[config.mk]
export PLATFORM = sky130hd
export DESIGN_NAME = ram_arbiter
export DESIGN_NICKNAME = d
export VERILOG_FILES = /design/src/rtl/ram_arbiter_pkg.sv /design/src/rtl/rr_pick.sv /design/src/rtl/ram_arbiter.sv
export SDC_FILE = /design/constraint.sdc
export NUM_CORES = 1
export LEC_CHECK = 0
export CORE_AREA = 2 2 75 77
export CTS_BUF_LIST = sky130_fd_sc_hd__clkbuf_4 sky130_fd_sc_hd__clkbuf_8
export DETAILED_ROUTE_END_ITERATION = 10
export DIE_AREA = 0 0 77 79
export PLACE_DENSITY_LB_ADDON = 0.25
export SLEW_MARGIN = 20
export SYNTH_ARGS = -nofsm -noshare
export SYNTH_HDL_FRONTEND = slang
export SYNTH_SLANG_ARGS = --single-unit
[constraint.sdc]
create_clock -name clk -period 4.9 [get_ports clk]
set_clock_uncertainty 0.2 [all_clocks]
set_input_delay 1.225 -clock clk [delete_from_list [all_inputs] [get_ports clk]]
set_output_delay 1.225 -clock clk [all_outputs]
set_load 0.02 [all_outputs]
[src/rtl/ram_arbiter_pkg.sv]
// rtl/ram_arbiter_pkg.sv - RAM port encodings and defaults shared by the arbiter, RAM and load/store unit
package ram_arbiter_pkg;

  localparam int DEFAULT_ADDR_WIDTH = 8;
  localparam int DEFAULT_DATA_WIDTH = 8;

  localparam logic RAM_RW_READ  = 1'b0;
  localparam logic RAM_RW_WRITE = 1'b1;

  // Increment an index modulo n without a divider.
  function automatic int unsigned wrap_inc(input int unsigned idx, input int unsigned n);
    return (idx + 1 == n) ? 0 : idx + 1;
  endfunction

endpackage

[src/rtl/rr_pick.sv]
// rtl/rr_pick.sv - finds the first and second set bits of req scanning from start with wraparound
module rr_pick
  import ram_arbiter_pkg::*;
#(
  parameter int N  = 3,
  parameter int IW = $clog2(N)
) (
  input  logic [N-1:0]  req,
  input  logic [IW-1:0] start,
  output logic [IW-1:0] first_idx,
  output logic          first_found,
  output logic [IW-1:0] second_idx,
  output logic          second_found
);

  logic [IW-1:0] idx;

  always_comb begin
    first_idx    = '0;
    first_found  = 1'b0;
    second_idx   = '0;
    second_found = 1'b0;
    idx          = start;
    for (int k = 0; k < N; k++) begin
      if (req[idx]) begin
        if (!first_found) begin
          first_found = 1'b1;
          first_idx   = idx;
        end else if (!second_found) begin
          second_found = 1'b1;
          second_idx   = idx;
        end
      end
      idx = IW'(wrap_inc(32'(idx), N));
    end
  end

endmodule

[src/rtl/ram_arbiter.sv]
// rtl/ram_arbiter.sv - round-robin arbiter mapping up to two requesters per cycle onto a dual-port RAM
module ram_arbiter
  import ram_arbiter_pkg::*;
#(
  parameter int ADDR_WIDTH = DEFAULT_ADDR_WIDTH,
  parameter int DATA_WIDTH = DEFAULT_DATA_WIDTH,
  parameter int NUM_REQ    = 3
) (
  input  logic                          clk,
  input  logic                          rst_n,
  input  logic [NUM_REQ-1:0]            req,
  input  logic [NUM_REQ-1:0]            we,
  input  logic [NUM_REQ*ADDR_WIDTH-1:0] addr,
  input  logic [NUM_REQ*DATA_WIDTH-1:0] wdata,
  output logic [NUM_REQ-1:0]            gnt,
  output logic [NUM_REQ-1:0]            rvalid,
  output logic [NUM_REQ*DATA_WIDTH-1:0] rdata,
  output logic                          ram_en,
  output logic [ADDR_WIDTH-1:0]         ram_addr_1,
  output logic [ADDR_WIDTH-1:0]         ram_addr_2,
  output logic [DATA_WIDTH-1:0]         ram_wdata_1,
  output logic [DATA_WIDTH-1:0]         ram_wdata_2,
  output logic                          ram_rw_1,
  output logic                          ram_rw_2,
  input  logic [DATA_WIDTH-1:0]         ram_rdata_1,
  input  logic [DATA_WIDTH-1:0]         ram_rdata_2
);

  localparam int IW = $clog2(NUM_REQ);

  logic [IW-1:0]         rr_ptr;
  logic [IW-1:0]         a_idx, b_idx;
  logic                  a_found, b_found;
  logic [ADDR_WIDTH-1:0] addr_a, addr_b;
  logic                  conflict, b_grant;
  logic                  tag_valid_1, tag_valid_2;
  logic [IW-1:0]         tag_idx_1, tag_idx_2;

  rr_pick #(.N(NUM_REQ), .IW(IW)) u_pick (
    .req          (req),
    .start        (rr_ptr),
    .first_idx    (a_idx),
    .first_found  (a_found),
    .second_idx   (b_idx),
    .second_found (b_found)
  );

  assign addr_a = addr[a_idx*ADDR_WIDTH +: ADDR_WIDTH];
  assign addr_b = addr[b_idx*ADDR_WIDTH +: ADDR_WIDTH];

  // A same-address pair involving a write is serialised so the RAM never sees read/write overlap.
  assign conflict = (addr_a == addr_b) && (we[a_idx] || we[b_idx]);
  assign b_grant  = a_found && b_found && !conflict;

  always_comb begin
    gnt         = '0;
    ram_addr_1  = '0;
    ram_wdata_1 = '0;
    ram_rw_1    = RAM_RW_READ;
    ram_addr_2  = '0;
    ram_wdata_2 = '0;
    ram_rw_2    = RAM_RW_READ;
    if (a_found) begin
      gnt[a_idx]  = 1'b1;
      ram_addr_1  = addr_a;
      ram_wdata_1 = wdata[a_idx*DATA_WIDTH +: DATA_WIDTH];
      ram_rw_1    = we[a_idx] ? RAM_RW_WRITE : RAM_RW_READ;
    end
    if (b_grant) begin
      gnt[b_idx]  = 1'b1;
      ram_addr_2  = addr_b;
      ram_wdata_2 = wdata[b_idx*DATA_WIDTH +: DATA_WIDTH];
      ram_rw_2    = we[b_idx] ? RAM_RW_WRITE : RAM_RW_READ;
    end
  end

  assign ram_en = |gnt;

  always_ff @(posedge clk or negedge rst_n) begin
    if (!rst_n) begin
      rr_ptr      <= '0;
      tag_valid_1 <= 1'b0;
      tag_idx_1   <= '0;
      tag_valid_2 <= 1'b0;
      tag_idx_2   <= '0;
    end else begin
      if (a_found) rr_ptr <= IW'(wrap_inc(32'(a_idx), NUM_REQ));
      tag_valid_1 <= a_found && (ram_rw_1 == RAM_RW_READ);
      tag_idx_1   <= a_idx;
      tag_valid_2 <= b_grant && (ram_rw_2 == RAM_RW_READ);
      tag_idx_2   <= b_idx;
    end
  end

  // Tags and RAM output registers are both clocked, so steering them here lands data one cycle after grant.
  always_comb begin
    rvalid = '0;
    rdata  = '0;
    if (tag_valid_1) begin
      rvalid[tag_idx_1]                           = 1'b1;
      rdata[tag_idx_1*DATA_WIDTH +: DATA_WIDTH] = ram_rdata_1;
    end
    if (tag_valid_2) begin
      rvalid[tag_idx_2]                           = 1'b1;
      rdata[tag_idx_2*DATA_WIDTH +: DATA_WIDTH] = ram_rdata_2;
    end
  end

endmodule

# == Word-level counts from Yosys, hierarchy flattened ==
# Index checks and enable logic that the tools add are counted.
# word_totals
elab_cells,103
inputBits,72
output_inout_bits,65
reg_bits,8
# op_classes
bitwise_logic,5
shifts,8
reduce_logical,12
addsub,5
order_cmp,11
mux,53
n_eq_ne,4
# ops
operator,count
$shiftx A24 B6 Y8,4
$neg A5 Y34,2
$shift A8 B34 Y24 const A,2
$shiftx A8 B34 Y24,2
$mux W24,2
$mux W8,4
$mux W2,13
$and A24 B24 Y24,1
$bwmux W24,1
$lt A2 B3 Y1 const B,7
$mux W1,20
$mux W3,4
$bmux W1 S2,5
$add A2 B1 Y3 const B,3
$eq A3 B2 Y1 const B,3
$logic_and A1 B1 Y1,9
$demux W1 S2,4
$eq A8 B8 Y1,1
$ge A2 B1 Y1 const B,4
$or A3 B3 Y3,2
$reduce_or A3 Y1,1
$not A1 Y1,2
$logic_not A1 Y1,1
$logic_or A1 B1 Y1,1

# == Longest topological paths before layout ==
# Gate-level depths: netlist of the first run.
# logic_depth
ltp_word,18
depth_mapped,12
depth_no_buf,10

# == Hierarchy ==
# From an unflattened synthesis of the first run, not the netlist that was laid out.
# unflattened
hier_cells,259
area_unflattened_um2,1956.9
# by_module_without_submodules
module,cells_each,instances,seq_area_each_um2,area_each_um2
ram_arbiter,239,1,200.2,1836.8
rr_pick,20,1,0.0,120.1

# == Least setup slack after synthesis of the first run ==
# No wires, ideal clock.
# synth_path
path_kind,input -> output
startpoint,in req[0]
endpoint,out ram_wdata_2[0]
stages,12
arrival_ps,3552
setup_slack_ps,-77
t_required_ps,3475
cell_sequence,buf_2 > nor2b_1 > xnor2_2 > or2_2 > buf_2 > inv_1 > a222oi_1 > nand2_1 > nand2_1 > o31ai_2 > buf_4 > nor3_1
# synth_via
elab_chain_len,15
# synth_rtl
item,line,rtl
from (decl),ram_arbiter.sv:11,"input logic [NUM_REQ-1:0] req,"
$bmux W1 S2,rr_pick.sv:25,if (req[idx]) begin
$mux W1 (implied by the code),rr_pick.sv:25,
$mux W1,rr_pick.sv:25,
$mux W2 or $mux W1 (tied branches),rr_pick.sv:26,if (!first_found) begin
$mux W2 or $mux W1 (tied branches),rr_pick.sv:25,
$mux W2,rr_pick.sv:29,end else if (!second_found) begin
$mux W2,rr_pick.sv:26,
$mux W2 (*),rr_pick.sv:25,
via b_idx[1],ram_arbiter.sv:32,"logic [IW-1:0] a_idx, b_idx;"
branches (longest 6 deep; another with $shiftx A24 B6 Y8),-,
$mux W8 (*),ram_arbiter.sv:69,if (b_grant) begin
to (decl),ram_arbiter.sv:22,"output logic [DATA_WIDTH-1:0] ram_wdata_2,"
# Mark *: on every way through the listed nets, which the timed path passes. The select of a mux whose other input is x is not followed.

# == Final worst setup path of the first run ==
# layout_path
startpoint,in req[2]
endpoint,out gnt[1]
# layout_via
elab_chain_len,15
# layout_rtl
item,line,rtl
branches (longest 14 deep; another with $shiftx A24 B6 Y8),-,
$mux W3 (*),ram_arbiter.sv:69,
to (decl),ram_arbiter.sv:15,"output logic [NUM_REQ-1:0] gnt,"
# Every way passes the cells marked *. The select of a mux whose other input is x is not followed.

==> results of run 1 <==
## where the power goes
part | switching, uW | internal, uW
logic | 448 | 427
clock network | 27.0 | 53.3
registers | 22.3 | 77.6
## Yosys cell counts (2+ instances only)
cell      count
xor2_1        8
a222oi_1      4
nor3_1       20
nand3_1       4
o21ai_1       3
nand2b_1      3
o221ai_1      8
nor2_1       45
nand2_1      24
o21a_1        2
nor2b_1       3
mux2i_1       5
or2_2         2
a211oi_1      6
a221oi_1      8
clkbuf_1      6
inv_1        20
o22ai_1       9
dfrtp_1       8
ha_1         10
buf_2         6
a22o_1       25
## layout by cell type, fill, tap and decap left out, drive strengths merged, types with 2 or more instances in the layout
master / count
a222oi: 4
inv: 21
o21a: 2
nand2b: 3
a22o: 25
or2: 2
nand3: 4
a221oi: 8
nor2: 45
o22ai: 10
nor3: 21
xnor2: 2
o21ai: 4
mux2i: 5
xor2: 8
clkbuf: 3
nand2: 26
clkdlybuf4s50: 113
buf: 90
nor2b: 3
ha: 10
dfrtp: 8
o221ai: 8
a211oi: 7
## worst max path at each step
stage / end / slack (ns) / cells after the start
global route: ram_addr_2[6] / -0.16 / 13
detailed placement: ram_addr_2[2] / -0.91 / 12
floorplan: ram_wdata_2[0] / -0.08 / 12
global placement: ram_addr_2[5] / -0.90 / 12
finish: gnt[1] / -0.03 / 13
CTS: gnt[1] / 0.002 / 13
## flip-flops by register name, summed over array words and instances, names as in the netlist
signal,flops
tag_valid_1,1
rr_ptr,2
tag_idx_2,2
tag_idx_1,2
tag_valid_2,1
## through the flow
stage / setup TNS [ns] / instances / area [um2] / total power [uW] / hold WS, ns
after detailed placement: -19.48 / 506 / 3600 / 812 / 0.452
after global placement: -18.05 / 506 / 3600 / 801 / 0.458
final: -0.179 / 523 / 4120 / 1060 / 0.586
after CTS: 0 / 518 / 3810 / 938 / 0.497
after floorplan: -0.460 / 258 / 1790 / 447 / 0.396
after global routing: -2.83 / 523 / 4120 / 1110 / 0.603
## repair_timing
action | CTS | global route
pin swaps | 12 | 21
buffers inserted | 7 | 5
setup endpoints to repair | 37 | 20
cloned | 2 | 0
resized for setup | 131 | 52
## layer usage
metal  track usage, %  vias to the layer above  routed length (um)  part of all wire, %
met4             13.4                        0                 453                  4.6
li1                 -                     1362                   -                    -
met5                0                        -                   0                    0
met2             54.6                      182                5040                   52
met3             4.20                       45                 721                  7.4
met1             28.0                     1410                3560                   36
## final cells by class
class | instances | area, um2
repair buffers | 204 | 1870
well taps | 72 | 90.1
clock buffers | 3 | 41.3
inverters | 21 | 83.8
flip-flops and latches | 8 | 200
multi-input cells | 215 | 1840
fillers | 382 | 1220
## logic make-up after synthesis
group / Yosys count / synth area share (%)
multiplexers: 5 / 2.80
AND/OR/NAND/NOR: 112 / 29.4
XOR/XNOR: 9 / 4.82
flip-flops: 8 / 11.2
adder cells (fa/ha/maj): 11 / 7.55
buffers and inverters: 36 / 8.74
AO/OA/AOI/OAI: 77 / 35.6
## critical path: stages
cell	delay (ns)
buf_8	0.10
and3b_2	0.23
nor3_4	0.28
a211oi_4	0.11
buf_6	0.15
a221oi_4	0.31
xor2_1	0.21
nand3_2	0.14
buf_4	0.17
nor3_4	0.21
buf_4	0.15
o21ai_1	0.06
buf_4	0.16
==> impl_metrics.env, run 1 <==
export IMPL_outcome="complete, but fails checks"
export IMPL_violations="negative setup slack"
export IMPL_ctsHtreeMaxLevel=1
export IMPL_die_w_um=77
export IMPL_overflow=0
export IMPL_io_buffers=136
export IMPL_final_setup_viol_count=13
export IMPL_p_leak_uw=0.00176
export IMPL_dr_total_vias=2999
export IMPL_grt_pass1_vias=2958
export IMPL_drive_gt1_share_pct=31.3
export IMPL_worstRegToRegCells=10
export IMPL_cts_buffers=3
export IMPL_clk_insertion_delay_late_ns=0.23
export IMPL_hold_start="rr_ptr[1]$_DFFE_PN0P_"
export IMPL_worstReg2RegStart="rr_ptr[0]$_DFFE_PN0P_"
export IMPL_cts_tree="done"
export IMPL_postCtsHoldBufs=0
export IMPL_tightest_slew_ns=0.571
export IMPL_antenna_left=0
export IMPL_rsz0062_at_grt="true"
export IMPL_clkSlewWorstSetupHoldPaths_ns=0.04
export IMPL_synth_seq_area_share_pct=11.2
export IMPL_grt_util_all_layers_pct=27.6
export IMPL_area_growth_syn_to_layout_pct=130
export IMPL_hpwl_mm=6.31
export IMPL_hold_path_depth=1
export IMPL_dieArea_um2=6080
export IMPL_crit_type="primary input to primary output"
export IMPL_antenna_found_initial=0
export IMPL_coreArea_um2=5340
export IMPL_drtPass1Iterations=5
export IMPL_ys_seq_elements=8
export IMPL_reg2reg_slack_ns=1.76
export IMPL_synthesis_nets=340
export IMPL_async_flop_share_pct=100
export IMPL_cts_root_buf="clkbuf_8"
export IMPL_nets=535
export IMPL_cp_start_kind="primary input"
export IMPL_wl_mm=9.78
export IMPL_cp_end_kind="primary output"
export IMPL_setup_ws_ns=-0.0302
export IMPL_report_final_slew_viol_count=0
export IMPL_yosysTopAreaCellShare_pct=12.2
export IMPL_dp_worst_setup_slack_ns=-0.911
export IMPL_synth_area_leaders="a22o_1 12%, dfrtp_1 11%, nor2_1 9.4%"
export IMPL_avgSynthCellArea_um2=6.94
export IMPL_synth_cells=258
export IMPL_synth_area_um2=1790
export IMPL_r2r_end="tag_valid_2$_DFF_PN0_"
export IMPL_clockBufferDepth=2
export IMPL_synth_top_area_cell="a22o_1"
export IMPL_drcViolationCount=0
export IMPL_cp_arrival_ns=3.51
export IMPL_grt_max_degree=17
export IMPL_synth_distinct_cells=51
export IMPL_worstHoldEndpoint="rr_ptr[1]$_DFFE_PN0P_"
export IMPL_dieHeight_um=79
export IMPL_slew_limit_headroom_pct=61.8
export IMPL_cp_data_required_time_ns=3.47
export IMPL_hold_violations=0
export IMPL_synth_edf_count=0
export IMPL_cp_max_fo=4
export IMPL_drt_iter0_markers=219
export IMPL_grt_pass1_wl_mm=13.7
export IMPL_synth_warnings=0
export IMPL_power_density_nw_per_um2=256
export IMPL_via_per_inst=5.73
export IMPL_diodes=0
export IMPL_vdd_ir_drop_max_mv=0.176
export IMPL_synth_flop_cell="dfrtp_1"
export IMPL_num_rows=27
export IMPL_fin_crit_ns=4.93
export IMPL_io_pins=137
export IMPL_drv_cap=0
export IMPL_place_congestion=0.921
export IMPL_start_util_pct=33.5
export IMPL_period_share_pct=101
export IMPL_fmax_mhz=203
export IMPL_hold_path_class="flop to flop"
export IMPL_wl_per_cell_um=18.7
export IMPL_cts_sinks=8
export IMPL_utilization_pct=77.1
export IMPL_startpoint="req[2]"
(Power assumes the default switching activity.)
==> run 2, diff against run 1 <==
- ABC_AREA: default -> 1
- CORE_AREA: 2 2 75 77 -> 2 2 81 83
- DIE_AREA: 0 0 77 79 -> 0 0 83 85
==> impl_metrics.env, run 2 <==
export IMPL_final_setup_viol_count=0
export IMPL_utilization_pct=70.3
export IMPL_num_rows=29
export IMPL_drive_gt1_share_pct=24.5
export IMPL_max_stage_delay_ns=0.24
export IMPL_synthesis_nets=526
export IMPL_wl_met3_um=513
export IMPL_synth_area_leaders="nand2_1 27%, dfrtp_1 8.4%, inv_1 8.1%"
export IMPL_crit_type="primary input to primary output"
export IMPL_dr_total_vias=3724
export IMPL_setup_tns_ns=0
export IMPL_wl_mm=9.98
export IMPL_reg_top3="rr_ptr: 2 flops, tag_idx_1: 2 flops, tag_idx_2: 2 flops"
export IMPL_cp_data_required_time_ns=3.47
export IMPL_coreArea_um2=6200
export IMPL_wl_per_cell_um=13.9
export IMPL_io_buffers=136
export IMPL_synth_most_common_cell="nand2_1"
export IMPL_dp_worst_setup_slack_ns=-0.635
export IMPL_ctsHtreeMaxLevel=1
export IMPL_drv_cap=0
export IMPL_avgSynthCellArea_um2=5.40
export IMPL_period_share_pct=97.4
export IMPL_slew_limit_headroom_pct=66.1
export IMPL_cp_max_fo=6
export IMPL_grt_util_all_layers_pct=26.6
export IMPL_drt_iter0_markers=172
export IMPL_worstRegToRegCells=17
export IMPL_clkSlewWorstSetupHoldPaths_ns=0.04
export IMPL_start_util_pct=38.6
export IMPL_synth_flop_cell="dfrtp_1"
export IMPL_hold_violations=0
export IMPL_clk_insertion_delay_late_ns=0.22
export IMPL_power_density_nw_per_um2=795
export IMPL_die_w_um=83
export IMPL_cp_start_kind="primary input"
export IMPL_yosysTopAreaCellShare_pct=27.2
export IMPL_cpMaxStageDelayCell="nand3b_1"
export IMPL_synth_common_cells="174 x nand2_1, 52 x inv_1, 34 x nor2_1"
export IMPL_fill_cells=543
export IMPL_io_pins=137
export IMPL_synthSimpleGateAreaFrac_pct=53.8
export IMPL_wl_met1_mm=4.01
export IMPL_grt_max_degree=14
export IMPL_report_final_slew_viol_count=0
export IMPL_place_congestion=0.952
export IMPL_synth_area_um2=2400
export IMPL_layout_commonest_cell="nand2_1"
export IMPL_synth_top_area_cell="nand2_1"
export IMPL_synth_seq_area_share_pct=8.35
export IMPL_p_leak_uw=0.00222
export IMPL_hpwl_mm=7.91
export IMPL_path_cells="clkbuf_2 -> inv_2 -> nand2_1 -> nand3b_1 -> nand3_4 -> buf_6 -> nand3_4 -> buf_4 -> o21ai_2 -> nand2_1 -> nand2_1 -> nand2_1 -> nand2_1 -> nor2_1 -> nand3_4 -> nand2_4 -> clkbuf_16 -> nor2_2 -> buf_2"
export IMPL_synth_cells=444
export IMPL_postCtsHoldBufs=0
export IMPL_final_cell_mix="165 x nand2_1, 107 x clkdlybuf4s50_1, 64 x buf_4"
export IMPL_cp_end_kind="primary output"
export IMPL_dpl_cell_area_um2=4250
export IMPL_grt_pass1_wl_mm=16.0
export IMPL_setup_ws_ns=0.129
export IMPL_cts_root_buf="clkbuf_8"
export IMPL_hold_ws_ns=0.667
export IMPL_clockBufferDepth=2
export IMPL_area_growth_syn_to_layout_pct=81.8
export IMPL_tightest_slew_ns=0.509
export IMPL_fmax_mhz=210
export IMPL_via_per_inst=5.19
export IMPL_antenna_found_initial=0
export IMPL_synth_top_family_by_area="simple AND/OR/NAND/NOR gates"
export IMPL_hold_path_depth=2
export IMPL_path_common_cell="nand2_1"
export IMPL_synthAdderAreaFrac_pct=5.22
export IMPL_vdd_ir_drop_max_mv=0.583
export IMPL_diodes=0
export IMPL_dieArea_um2=7060
export IMPL_synth_xor_area_share_pct=0
export IMPL_antenna_left=0
export IMPL_cts_sinks=8
export IMPL_cts_tree="done"
export IMPL_async_flop_share_pct=100
export IMPL_top_layer_used="met4"
export IMPL_drtPass1Iterations=4
export IMPL_synth_mux_area_share_pct=0
export IMPL_cp_arrival_ns=3.35
export IMPL_synth_distinct_cells=35
export IMPL_cts_buffers=3
export IMPL_fin_area_um2=4360
export IMPL_grt_pass1_vias=3615
export IMPL_drcViolationCount=0
export IMPL_synth_edf_count=0
export IMPL_fin_crit_ns=4.77
export IMPL_met2_wirelength_mm=5.20
export IMPL_overflow=0
export IMPL_nets=724
export IMPL_dieHeight_um=85
export IMPL_ys_seq_elements=8
export IMPL_hold_path_class="flop to flop"
export IMPL_outcome="complete, no violations"
export IMPL_synth_compound_area_share_pct=17.8
export IMPL_synth_warnings=0
## run 2: worst max-delay path: cells and delay by family
kind / cells / cell delay [ns]
AND/OR/NAND/NOR: 12 / 1.26
buffers and inverters: 6 / 0.81
AO/OA/AOI/OAI: 1 / 0.05
## run 2: cell families after synthesis
family,count (synthesis)
adder cells (fa/ha/maj),10
AND/OR/NAND/NOR,279
AO/OA/AOI/OAI,70
buffers and inverters,77
flip-flops,8
## run 2: routing by layer
layer	GRT usage (%)	up-vias
met3	3.60	26
met1	30.1	1715
li1	-	1843
met4	8.49	0
met5	0	-
met2	51.3	140
## run 2: layout make-up
| cell class | instances | area [um2] | share of cell area, % |
|---|---|---|---|
| well taps | 77 | 96.3 | 2.21 |
| inverters | 62 | 239 | 5.48 |
| repair buffers | 207 | 1840 | 42.1 |
| clock buffers | 3 | 41.3 | 0.947 |
| flip-flops and latches | 8 | 200 | 4.59 |
| multi-input cells | 360 | 1950 | 44.7 |
## run 2: stage by stage
step	instances	total power, uW
2_1_floorplan	444	1900
3_3_place_gp	707	3280
3_5_place_dp	707	3310
4_1_cts	713	3280
5_1_grt	717	3740
6_report	717	3470
## run 2: path summary, 6_finish.rpt
check	startpoint	to	slack, ns
max	req[1]	ram_wdata_2[3]	0.13
min	rr_ptr[1]$_DFFE_PN0P_	rr_ptr[1]$_DFFE_PN0P_	0.67
max reg2reg	rr_ptr[1]$_DFFE_PN0P_	tag_valid_2$_DFF_PN0_	1.96
min reg2reg	rr_ptr[1]$_DFFE_PN0P_	rr_ptr[1]$_DFFE_PN0P_	0.67
max in group asynchronous	rst_n	tag_idx_2[0]$_DFF_PN0_	3.17
min in group asynchronous	rst_n	tag_idx_1[1]$_DFF_PN0_	1.08
## run 2: timing repair
item / 4_1_cts / 5_1_grt
endpoints found under the setup margin: 37 / 35
cloned: 1 / 1
buffers inserted: 2 / 3
pin swaps: 6 / 11
resized for setup: 95 / 32
## run 2: power breakdown
part	switching (uW)	internal [uW]
clock	21.2	52.8
combinational	1850	1390
sequential	57.9	95.1
total	1930	1540
